`src/rtl/fetch_pkg.sv`:
```
// Shared types and constants for the instruction-fetch stage.
package fetch_pkg;

    typedef enum logic [1:0] {
        RUN,
        HALTED,
        ERROR
    } fetch_state_e;

    localparam logic [31:0] INSTR_EBREAK = 32'h0010_0073;
    localparam int unsigned PC_STEP      = 4;

endpackage

```
`src/rtl/fetch_unit.sv`:
```
// Instruction-fetch stage: PC register, ROM addressing and a registered IF/ID
// output with valid/ready handshake, redirects, EBREAK halt and misalignment stop.
module fetch_unit
    import fetch_pkg::*;
#(
    parameter int              AWIDTH   = 8,
    parameter int              XLEN     = 32,
    parameter logic [XLEN-1:0] RESET_PC = '0
) (
    input  logic              clk,
    input  logic              rst_n,
    output logic [AWIDTH-1:0] imem_addr,
    input  logic [XLEN-1:0]   imem_rdata,
    input  logic              redirect_valid,
    input  logic [XLEN-1:0]   redirect_pc,
    input  logic              if_ready,
    output logic              if_valid,
    output logic [XLEN-1:0]   if_pc,
    output logic [XLEN-1:0]   if_instr,
    output logic              halted,
    output logic              fetch_err
);

    fetch_state_e    r_state;
    logic [XLEN-1:0] r_pc;
    logic            r_valid;
    logic [XLEN-1:0] r_if_pc;
    logic [XLEN-1:0] r_if_instr;
    logic            r_halted;
    logic            r_err;

    logic            w_accept;
    logic            w_aligned;
    logic            w_is_ebreak;

    assign w_accept    = !r_valid || if_ready;
    assign w_aligned   = (redirect_pc[1:0] == 2'b00);
    assign w_is_ebreak = (imem_rdata == XLEN'(INSTR_EBREAK));
    assign imem_addr   = r_pc[AWIDTH+1:2];

    always_ff @(posedge clk or negedge rst_n) begin
        if (!rst_n) begin
            r_state    <= RUN;
            r_pc       <= RESET_PC;
            r_valid    <= 1'b0;
            r_if_pc    <= '0;
            r_if_instr <= '0;
            r_halted   <= 1'b0;
            r_err      <= 1'b0;
        end else if (r_state != ERROR) begin
            // Redirect outranks capture, EBREAK detection and stall in RUN and HALTED.
            if (redirect_valid) begin
                r_valid  <= 1'b0;
                r_halted <= 1'b0;
                if (w_aligned) begin
                    r_pc    <= redirect_pc;
                    r_state <= RUN;
                end else begin
                    r_state <= ERROR;
                    r_err   <= 1'b1;
                end
            end else if (r_state == RUN) begin
                if (w_accept) begin
                    r_if_instr <= imem_rdata;
                    r_if_pc    <= r_pc;
                    r_valid    <= 1'b1;
                    r_pc       <= r_pc + XLEN'(PC_STEP);
                    if (w_is_ebreak) begin
                        r_state  <= HALTED;
                        r_halted <= 1'b1;
                    end
                end
            end else if (r_valid && if_ready) begin
                r_valid <= 1'b0;
            end
        end
    end

    assign if_valid  = r_valid;
    assign if_pc     = r_if_pc;
    assign if_instr  = r_if_instr;
    assign halted    = r_halted;
    assign fetch_err = r_err;

endmodule

```
`config.mk`:
```
export PLATFORM = sky130hd
export DESIGN_NAME = fetch_unit
export DESIGN_NICKNAME = d
export VERILOG_FILES = /design/src/rtl/fetch_pkg.sv /design/src/rtl/fetch_unit.sv
export SDC_FILE = /design/constraint.sdc
export NUM_CORES = 1
export LEC_CHECK = 0
export CAP_MARGIN = 20
export CELL_PAD_IN_SITES_DETAIL_PLACEMENT = 1
export CELL_PAD_IN_SITES_GLOBAL_PLACEMENT = 1
export CORE_MARGIN = 2
export CORE_UTILIZATION = 38
export CTS_BUF_LIST = sky130_fd_sc_hd__clkbuf_8
export CTS_CLUSTER_SIZE = 25
export DETAILED_ROUTE_END_ITERATION = 8
export GPL_ROUTABILITY_DRIVEN = 0
export PLACE_DENSITY_LB_ADDON = 0.05
export SYNTH_ARGS = -nofsm -noshare
export SYNTH_HDL_FRONTEND = slang
export SYNTH_SLANG_ARGS = --single-unit
```
`constraint.sdc`:
```
create_clock -name clk -period 3.8 [get_ports clk]
set_input_delay 1.14 -clock clk [delete_from_list [all_inputs] [get_ports clk]]
set_output_delay 1.14 -clock clk [all_outputs]
set_load 0.005 [all_outputs]
```
# After elaboration in Yosys (flattened, before gate mapping)
# Cells that the tools add are included.
[classes]
add_sub_neg = 1
n_eq_ne = 4
n_mux = 17
bitwise_logic = 2
n_reduce_logical = 14
[ops]
columns = ["cell", "n"]
rows = [
  ["2-to-1 mux 32 bit", 4],
  ["adder 32 x 3 -> 32 bit (second input constant)", 1],
  ["== test 32 x 21 -> 1 bit (second input constant)", 1],
  ["AND reduction 4 bit", 3],
  ["2-to-1 mux 2 bit", 5],
  ["2-to-1 mux 1 bit", 8],
  ["AND reduction 3 bit", 2],
  ["nonzero test 2 bit", 3],
  ["logical NOT 2 bit", 2],
  ["!= test 3 bit (second input constant)", 1],
  ["nonzero test 3 bit", 1],
  ["!= test 2 x 1 -> 1 bit (second input constant)", 1],
  ["!= test 2 bit (second input constant)", 1],
  ["NOT 1 bit", 2],
  ["logical AND 1 bit", 1],
  ["logical NOT 1 bit", 1],
  ["logical OR 1 bit", 1],
]
[word_totals]
ff_bits = 101
output_inout_bits = 75
word_cells = 45

# Longest topological paths before layout
[depth]
depth_word = 5
depth_mapped = 7
depth_no_buf = 6

# Least setup slack after synthesis
# No wires, ideal clock.
[synth_path]
path_type = "input -> register"
startpoint = "input port redirect_valid"
endpoint = "register r_pc[27]"
setup_ns = 0.126
arrival_time_ns = 2.415
t_required_ns = 3.674
setup_slack_ns = 1.259
path_stages = 7
path_buffers = 2
cell_sequence = "buf_4 -> nor3b_1 -> or4_1 -> buf_2 -> nor4_1 -> nand3_1 -> o311a_1"
[synth_between]
elab_chain_cells = 2
[synth_lines]
columns = ["element", "line_no", "rtl"]
rows = [
  ["start: declaration", "fetch_unit.sv:14", "input logic redirect_valid,"],
  ["!= test 2 x 1 -> 1 bit (no line) / nonzero test 2 bit (equally long branches)", "n/a", ""],
  ["AND reduction 4 bit (no line)", "n/a", ""],
  ["end signal: assignment", "fetch_unit.sv:56", "r_pc <= redirect_pc;"],
  ["end signal: assignment", "fetch_unit.sv:67", "r_pc <= r_pc + XLEN'(PC_STEP);"],
  ["end: declaration", "fetch_unit.sv:25", "logic [XLEN-1:0] r_pc;"],
]
# Parallel ways exist; a longest one is shown, timed or not.
# A chain may end at the register's enable or synchronous reset.

# Worst setup path in the final report
[layout_path]
startpoint = "input port redirect_valid"
endpoint = "register r_pc[4]"
# The elaborated chain is that of the path after synthesis.

==> reports/qor.csv <==
metric,value,unit
Initial Utilization,38.4,%
chip width,116,um
vias in the first global route,4706,
pre-CTS setup slack,0.377,ns
worst hold path class,reg2reg,
leakage power,2.97,nW
startpoint types,primary input,
Netlist Area Pre-Place,4790,sq um
post-cts sizing count,0,
period utilisation layout,80.1,%
Fmax,329,MHz
final worst slack,0.756,ns
layout net count,752,
critical path data arrival time,3.30,ns
Die Area,13500,sq um
Clock Path Buffers,2,
WP data required,4.05,ns
most frequent cell after synthesis,nand2_1,
"top cells by area, synth","dfrtp_1, nand2_1, a21oi_1",
Synth area leader,dfrtp_1,
"Setup Fix Bufs, Post-CTS",0,
setup violators final,0,
status,completed,
Layout fillers,1505,
Post-synth top cells,"nand2_1, dfrtp_1, nor2_1, a21oi_1, o21ai_0",
Final Hold Vio Count,0,
CTS buffer count,9,
initial drt markers,206,
first-pass GRT wire length,23900,um
# port buffers,142,
GRT Util Overall,22.7,%
Fin Clk Skew,0.00833,ns
antenna violations before repair,0,
vias,4522,
synthesized flop and latch total,100,
Syn-to-layout area delta,37.2,%
final instance area,6570,sq um
post-route setup TNS,0,ns
Slew @ Worst Pin,0.675,ns
Cell Pwr Density,410,nW/um^2
Mapped Cells,557,
crit path time final,3.04,ns
WL per Instance,17.2,um
RSZ-0062 raised after global routing,no,
# H-tree levels,3,
post-DP HPWL,10500,um
CTS tree,built,
Detailed Routing Iterations Pass 1,4,
largest net degree at the start of global routing,56,
Main synth FF type,dfrtp_1,
Max Cap Viol,0,
n_diodes,0,
DRC violations left,0,
Slew headroom,54.7,%
Pwr Total,2.69,mW
row count,41,
core box area,12500,sq um
Ys Warns,0,
CP max FO,10,
share of cells above drive strength 1,5.96,%
Crit Path Category,in2reg,
clock latency on the worst-skew pair,0.38,ns
end-of-flow core utilization,52.7,%
Routed WL,14800,um
dpl cell area,6360,sq um
dpl cells,844,
syn_nets,626,
Post-synth EDFFs,0,
hold buffer count at cts,0,
hold slack final,0.481,ns
grt total ovfl,0,
Syn Area/Cell,8.59,sq um
sequential fraction of the synthesis area,52.3,%
"FFs w/ async S/R, synth",100,%
maximum VDD drop,163,uV
Slew Limit Fails,0,
clk sinks,100,
Root Driver,clkbuf_8,
"Reg clk slew, reported paths",0.10,ns
fin cells,860,
Yosys cell types,49,
Die Ht,116,um
Vias/cell,5.26,
IO Pins,143,
Routed Antenna Nets,0,
share of the synthesized area in the top cell type,52.3,%
Critical Path End Type,flop,
[report_power, final]
group	internal [mW]	switching, mW
registers	1.21	0.139
logic	0.356	0.221
clock network	0.369	0.395
total	1.94	0.754
[flip-flops by register name, indices dropped and copies added, names as in the netlist]
name	cells
fetch_err	1
if_pc	32
if_valid	1
r_pc	32
r_state	2
if_instr	32
[layer usage]
layer / GRT usage, % / wire [um]
met1: 30.1 / 6800
met2: 37.8 / 7060
met3: 4.36 / 736
met4: 6.98 / 174
met5: 0 / 0
[critical path: stages]
cell	delay (ns)
clkdlybuf4s50_1	0.66
nor3b_1	0.15
or4_1	0.77
buf_4	0.27
o21ai_0	0.18
o21ai_0	0.13
[cell usage in the layout (no fill, tap or decap), drive strengths merged, types with 5 or more instances in the layout]
| master | n |
|---|---|
| a21oi | 25 |
| a2bb2oi | 6 |
| and3 | 7 |
| buf | 13 |
| clkbuf | 9 |
| clkdlybuf4s50 | 141 |
| dfrtp | 100 |
| inv | 5 |
| nand2 | 214 |
| nand3 | 12 |
| nand4 | 13 |
| nor2 | 27 |
| nor3 | 11 |
| nor4 | 11 |
| o21ai | 25 |
| o22ai | 5 |
[logic make-up (layout without fill, tap and decap cells)]
| group | Yosys count | count (layout) | share of synthesized area [%] |
|---|---|---|---|
| AND/OR/NAND/NOR | 320 | 320 | 30.4 |
| adder cells (fa/ha/maj) | 1 | 1 | 0.261 |
| AO/OA/AOI/OAI | 91 | 91 | 12.1 |
| flip-flops | 100 | 100 | 52.3 |
| buffers and inverters | 42 | 173 | 4.34 |
| multiplexers | 3 | 3 | 0.627 |
[final timing paths]
check / cells past startpoint / endpoint / startpoint / slack, ns
worst max-delay path: 6 / r_pc[4] / redirect_valid / 0.76
worst min-delay path: 2 / if_pc[17] / if_pc[17] / 0.48
worst max register to register: 6 / r_pc[14] / r_pc[2] / 1.60
worst min register to register: 2 / if_pc[17] / if_pc[17] / 0.48
max in group asynchronous: 2 / if_pc[24] / rst_n / 2.24
min in group asynchronous: 1 / if_instr[8] / rst_n / 0.80
[layout make-up]
| type | count | area [sq um] | area share, % |
|---|---|---|---|
| clock buffer | 9 | 124 | 1.89 |
| clock inverter | 7 | 90.1 | 1.37 |
| inverter | 3 | 11.3 | 0.171 |
| multi-input combinational | 415 | 2090 | 31.9 |
| sequential | 100 | 2500 | 38.1 |
| tap | 172 | 215 | 3.28 |
| timing repair buffer | 154 | 1530 | 23.3 |
Power figures use the tool's default switching activity.
==> patch 1: new RTL, same settings <==
Change the parameter `AWIDTH` from 8 to 12.
--- a/src/rtl/fetch_unit.sv
+++ b/src/rtl/fetch_unit.sv
@@ -3,7 +3,7 @@
 module fetch_unit
     import fetch_pkg::*;
 #(
-    parameter int              AWIDTH   = 8,
+    parameter int              AWIDTH   = 12,
     parameter int              XLEN     = 32,
     parameter logic [XLEN-1:0] RESET_PC = '0
 ) (
Interface: changed (resized imem_addr); port bits go from 143 to 147. No check against the original RTL was run, so the function may have changed too.
==> patch 1 against the unedited design <==
- routed wire length is 0.66% lower
- final area hardly changed
- sequential cell count stayed put
- area after synthesis is 0.63% higher
- cell count is 0.35% higher
- die area is 0.60% higher
- total power is 1.5% lower
- synthesized cell count is 0.72% higher
- first-iteration DRC count is 6.3% higher
- worst setup slack better by 0.066 ns
- critical path type unchanged
- largest power group unchanged
==> patch 1: results (changes against the unedited design) <==
[outcome]
status=finished clean

[synthesis]
synthMuxAreaShare_pct=0.6234  ; -0.0039 points
synth_compound_area_share_pct=12.05  ; -0.076 points
seq_area_frac_synth_pct=51.95  ; -0.33 points
synthAdderAreaFrac_pct=0.2597  ; -0.0016 points
postSynthAreaPerCell_um2=8.587  ; about the same
syn-num-nets=630  ; +0.64%

[place]
dp_worst_setup_slack_ns=0.4268  ; +0.05029 ns
placed_area_um2=6376  ; +0.31%
portBuffers=146  ; +2.8%
dp_hpwl_um=10640  ; +1.1%
place_inst=847  ; +0.36%

[power_and_ir_drop]
vdd_drop_max_v=0.0001632  ; +0.25%
leakage_nw=2.970  ; about the same

[routing]
wire_per_inst_um=17.00  ; -1.0%
vias_per_cell=5.251  ; -0.13%
wl_met2_um=7082  ; +0.30%
dr.first_iter.drc_count=219  ; +6.3%
wl_met1_um=6578  ; -3.3%
vias=4532  ; +0.22%
wl_met3_um=776  ; +5.4%

[global_route]
met3_usage_pct=4.152  ; -0.21 points
grt_use_met1_pct=28.57  ; -1.5 points
antenna_found_initial=0  ; unchanged
grt_pass1_wl_um=23250  ; -2.8%
grt_util_met2_pct=37.25  ; -0.54 points
track_usage_pct=21.93  ; -0.75 points
grt_pass1_vias=4619  ; -1.8%
grt_start_max_net_pins=65  ; +16%

[worst_setup_path]
reg2reg_from=r_state[0]$_DFFE_PN0P_
r2r_setup_slack_ns=1.62  ; +0.02 ns
timing.rr.end=r_pc[27]$_DFFE_PN0P_
ff2ff_path_depth=5  ; -1
arrival_ns=3.24  ; -0.06 ns

[timing]
finalClockSkew_ns=0.01060  ; +0.002276 ns
max_freq_mhz=335.8  ; +2.2%
worst_slew_pin_slew_ns=0.8623  ; +0.1874 ns

[hold_path]
holdPathEnd=fetch_err$_DFFE_PN0P_
min_path_cells=1  ; -1

[layout]
fillCellCount=1521  ; +1.1%

## patch 1: cell types whose count changed in the layout (fill, tap and decap cells not counted), sizes merged
cell / delta
inv: -1
clkinv: +2
buf: -1
clkbuf: +1
clkinvlp: -1
bufinv: -1
clkdlybuf4s50: +4
## patch 1: final cells by class
| cell class | count | area share [%] |
|---|---|---|
| Multi-Input combinational cell | 415 | 31.83 |
| Tap cell | 172 | 3.272 |
| Sequential cell | 100 | 38.05 |
| Timing Repair Buffer | 157 | 23.63 |
| Inverter | 3 | 0.1712 |
| Clock buffer | 10 | 2.093 |
| Clock inverter | 6 | 0.9513 |
## patch 1: where the power goes
part / total (W) / switching, W / internal (W)
clock: 0.000704 / 0.000381 / 0.000323
combinational: 0.000591 / 0.000224 / 0.000367
sequential: 0.00136 / 0.000143 / 0.00121
## patch 1: critical path: cells and delay by family
family / cells / cell delay (ns)
compound gates: 1 / 0.13
simple gates: 4 / 1.37
buf+inv: 1 / 0.61
==> patch 2: new RTL, same settings <==
Without the edit above. Encoding of `fetch_state_e`: now one-hot (3 bits for 3 states).
--- a/src/rtl/fetch_pkg.sv
+++ b/src/rtl/fetch_pkg.sv
@@ -1,10 +1,10 @@
 // Shared types and constants for the instruction-fetch stage.
 package fetch_pkg;
 
-    typedef enum logic [1:0] {
-        RUN,
-        HALTED,
-        ERROR
+    typedef enum logic [2:0] {
+        RUN    = 3'b001,
+        HALTED = 3'b010,
+        ERROR  = 3'b100
     } fetch_state_e;
 
     localparam logic [31:0] INSTR_EBREAK = 32'h0010_0073;
Behaviour: no difference found for any inputs over 4 cycles, from zero or initial values and one cycle with rst_n low; so few cycles prove little.
==> patch 2 against the unedited design <==
- area after synthesis decreased by 1.4%
- critical path depth increased by 2
- maximum frequency increased by 7.4%
- register-to-register slack got worse by 0.35 ns
- global-route usage decreased by 1.3 points
- worst setup slack improved by 0.21 ns
- routed wire length decreased by 8.0%
- sequential cell count increased by 1
- final area decreased by 1.3%
Power is not compared: it rests on default switching activity, and its combinational part moved more than twofold at a synthesized area within 25%.
==> patch 2: results (changes against the unedited design) <==
[global_route]
grt_start_max_net_pins=75  ; +34%
grt_util_met2_pct=34.15  ; -3.6 points
grt_pass1_wl_um=22020  ; -7.9%
track_usage_pct=21.35  ; -1.3 points
grt_use_met1_pct=27.63  ; -2.4 points
grt_pass1_vias=4188  ; -11%
met3_usage_pct=6.642  ; +2.3 points

[routing]
vias_per_cell=5.428  ; +3.2%
dr.first_iter.drc_count=161  ; -22%
wl_um=13590  ; -8.0%

[place]
dp_worst_setup_slack_ns=0.6343  ; +0.2578 ns
dp_hpwl_um=9824  ; -6.6%
placed_area_um2=6314  ; -0.67%

[synthesis]
postSynthAreaPerCell_um2=11.46  ; +33%
seq_area_frac_synth_pct=53.58  ; +1.3 points
syn-num-nets=481  ; -23%
syn_inst=412  ; -26%

[layout]
drive_gt1_share_pct=18.33  ; +12 points
final_nets=615  ; -18%

[worst_setup_path]
arrival_ns=3.11  ; -0.19 ns
cpPeakStageDelay_ns=0.52  ; -0.25 ns
cp_slowest_cell=clkdlybuf4s50_1

[timing]
relSlewSlack_pct=36.55  ; -18 points
finalClockSkew_ns=0.007794  ; -0.0005319 ns

[outcome]
status=finished clean

## patch 2: cell count changes after synthesis, sizes merged, moves of 6 or more
cell	change
o21ai	-10
mux2	+65
nand2	-191
o22ai	+8
nor2	-10
a2bb2oi	-6
## patch 2: power groups by stage
stage / Clock, W / Sequential (W) / Combinational [W]
after global placement: 0 / 0.00201 / 0.00185
after detailed placement: 0 / 0.00205 / 0.00190
final: 0.000632 / 0.00203 / 0.00188
after global routing: 0.000696 / 0.00211 / 0.00207
after CTS: 0.000658 / 0.00203 / 0.00191
after floorplan: 0 / 0.00193 / 0.000912
## patch 2: per-stage QoR
step           util (%)  power [W]
2_1_floorplan         -   0.002837
3_3_place_gp      52.34   0.003868
3_5_place_dp      52.34   0.003948
4_1_cts           53.79   0.004602
5_1_grt           53.79   0.004878
6_report          53.79   0.004537
## patch 2: worst max-delay path: cells and delay by family
family | cells | cell delay (ns)
buffers and inverters | 4 | 1.00
and+or+nand+nor | 1 | 0.36
AOI/OAI and AO/OA | 3 | 0.60
## patch 2: area by class of cell
class / instances / area, um2 / area share (%)
multi-input combinational: 277 / 2034 / 31.36
inverter: 1 / 3.754 / 0.05786
clock buffer: 10 / 137.6 / 2.122
clock inverter: 6 / 36.28 / 0.5593
sequential: 101 / 2529 / 38.98
tap: 168 / 210.2 / 3.240
timing repair buffer: 156 / 1536 / 23.68
## patch 2: routing by layer
layer  wire length, um  part of all wire [%]  vias to the layer above
met1              6030                    44                     1953
met5                 0                     0                        -
li1                  -                     -                     1827
met4               170                   1.3                        0
met3               976                   7.2                       13
met2              6412                    47                      110
## patch 2: worst paths after layout
kind	endpoint	cells past startpoint	slack (ns)	startpoint
setup / recovery	r_pc[27]$_DFFE_PN0P_	8	0.97	redirect_valid
hold / removal	fetch_err$_DFFE_PN0P_	1	0.50	fetch_err$_DFFE_PN0P_
setup reg to reg	r_pc[26]$_DFFE_PN0P_	6	1.25	r_pc[2]$_DFFE_PN0P_
hold reg to reg	fetch_err$_DFFE_PN0P_	1	0.50	fetch_err$_DFFE_PN0P_
max in group asynchronous	r_state[0]$_DFFE_PN1P_	2	2.05	rst_n
min in group asynchronous	if_pc[26]$_DFFE_PN0P_	1	0.92	rst_n
## patch 2: kinds of logic after synthesis
group                      count (synthesis)  synth area share [%]
and+or+nand+nor                          124                 14.79
DFF                                      101                 53.58
AOI/OAI and AO/OA                         81                 11.13
muxes                                     71                 16.78
buffers and inverters                     34                 3.446
adders and majority gates                  1                0.2651
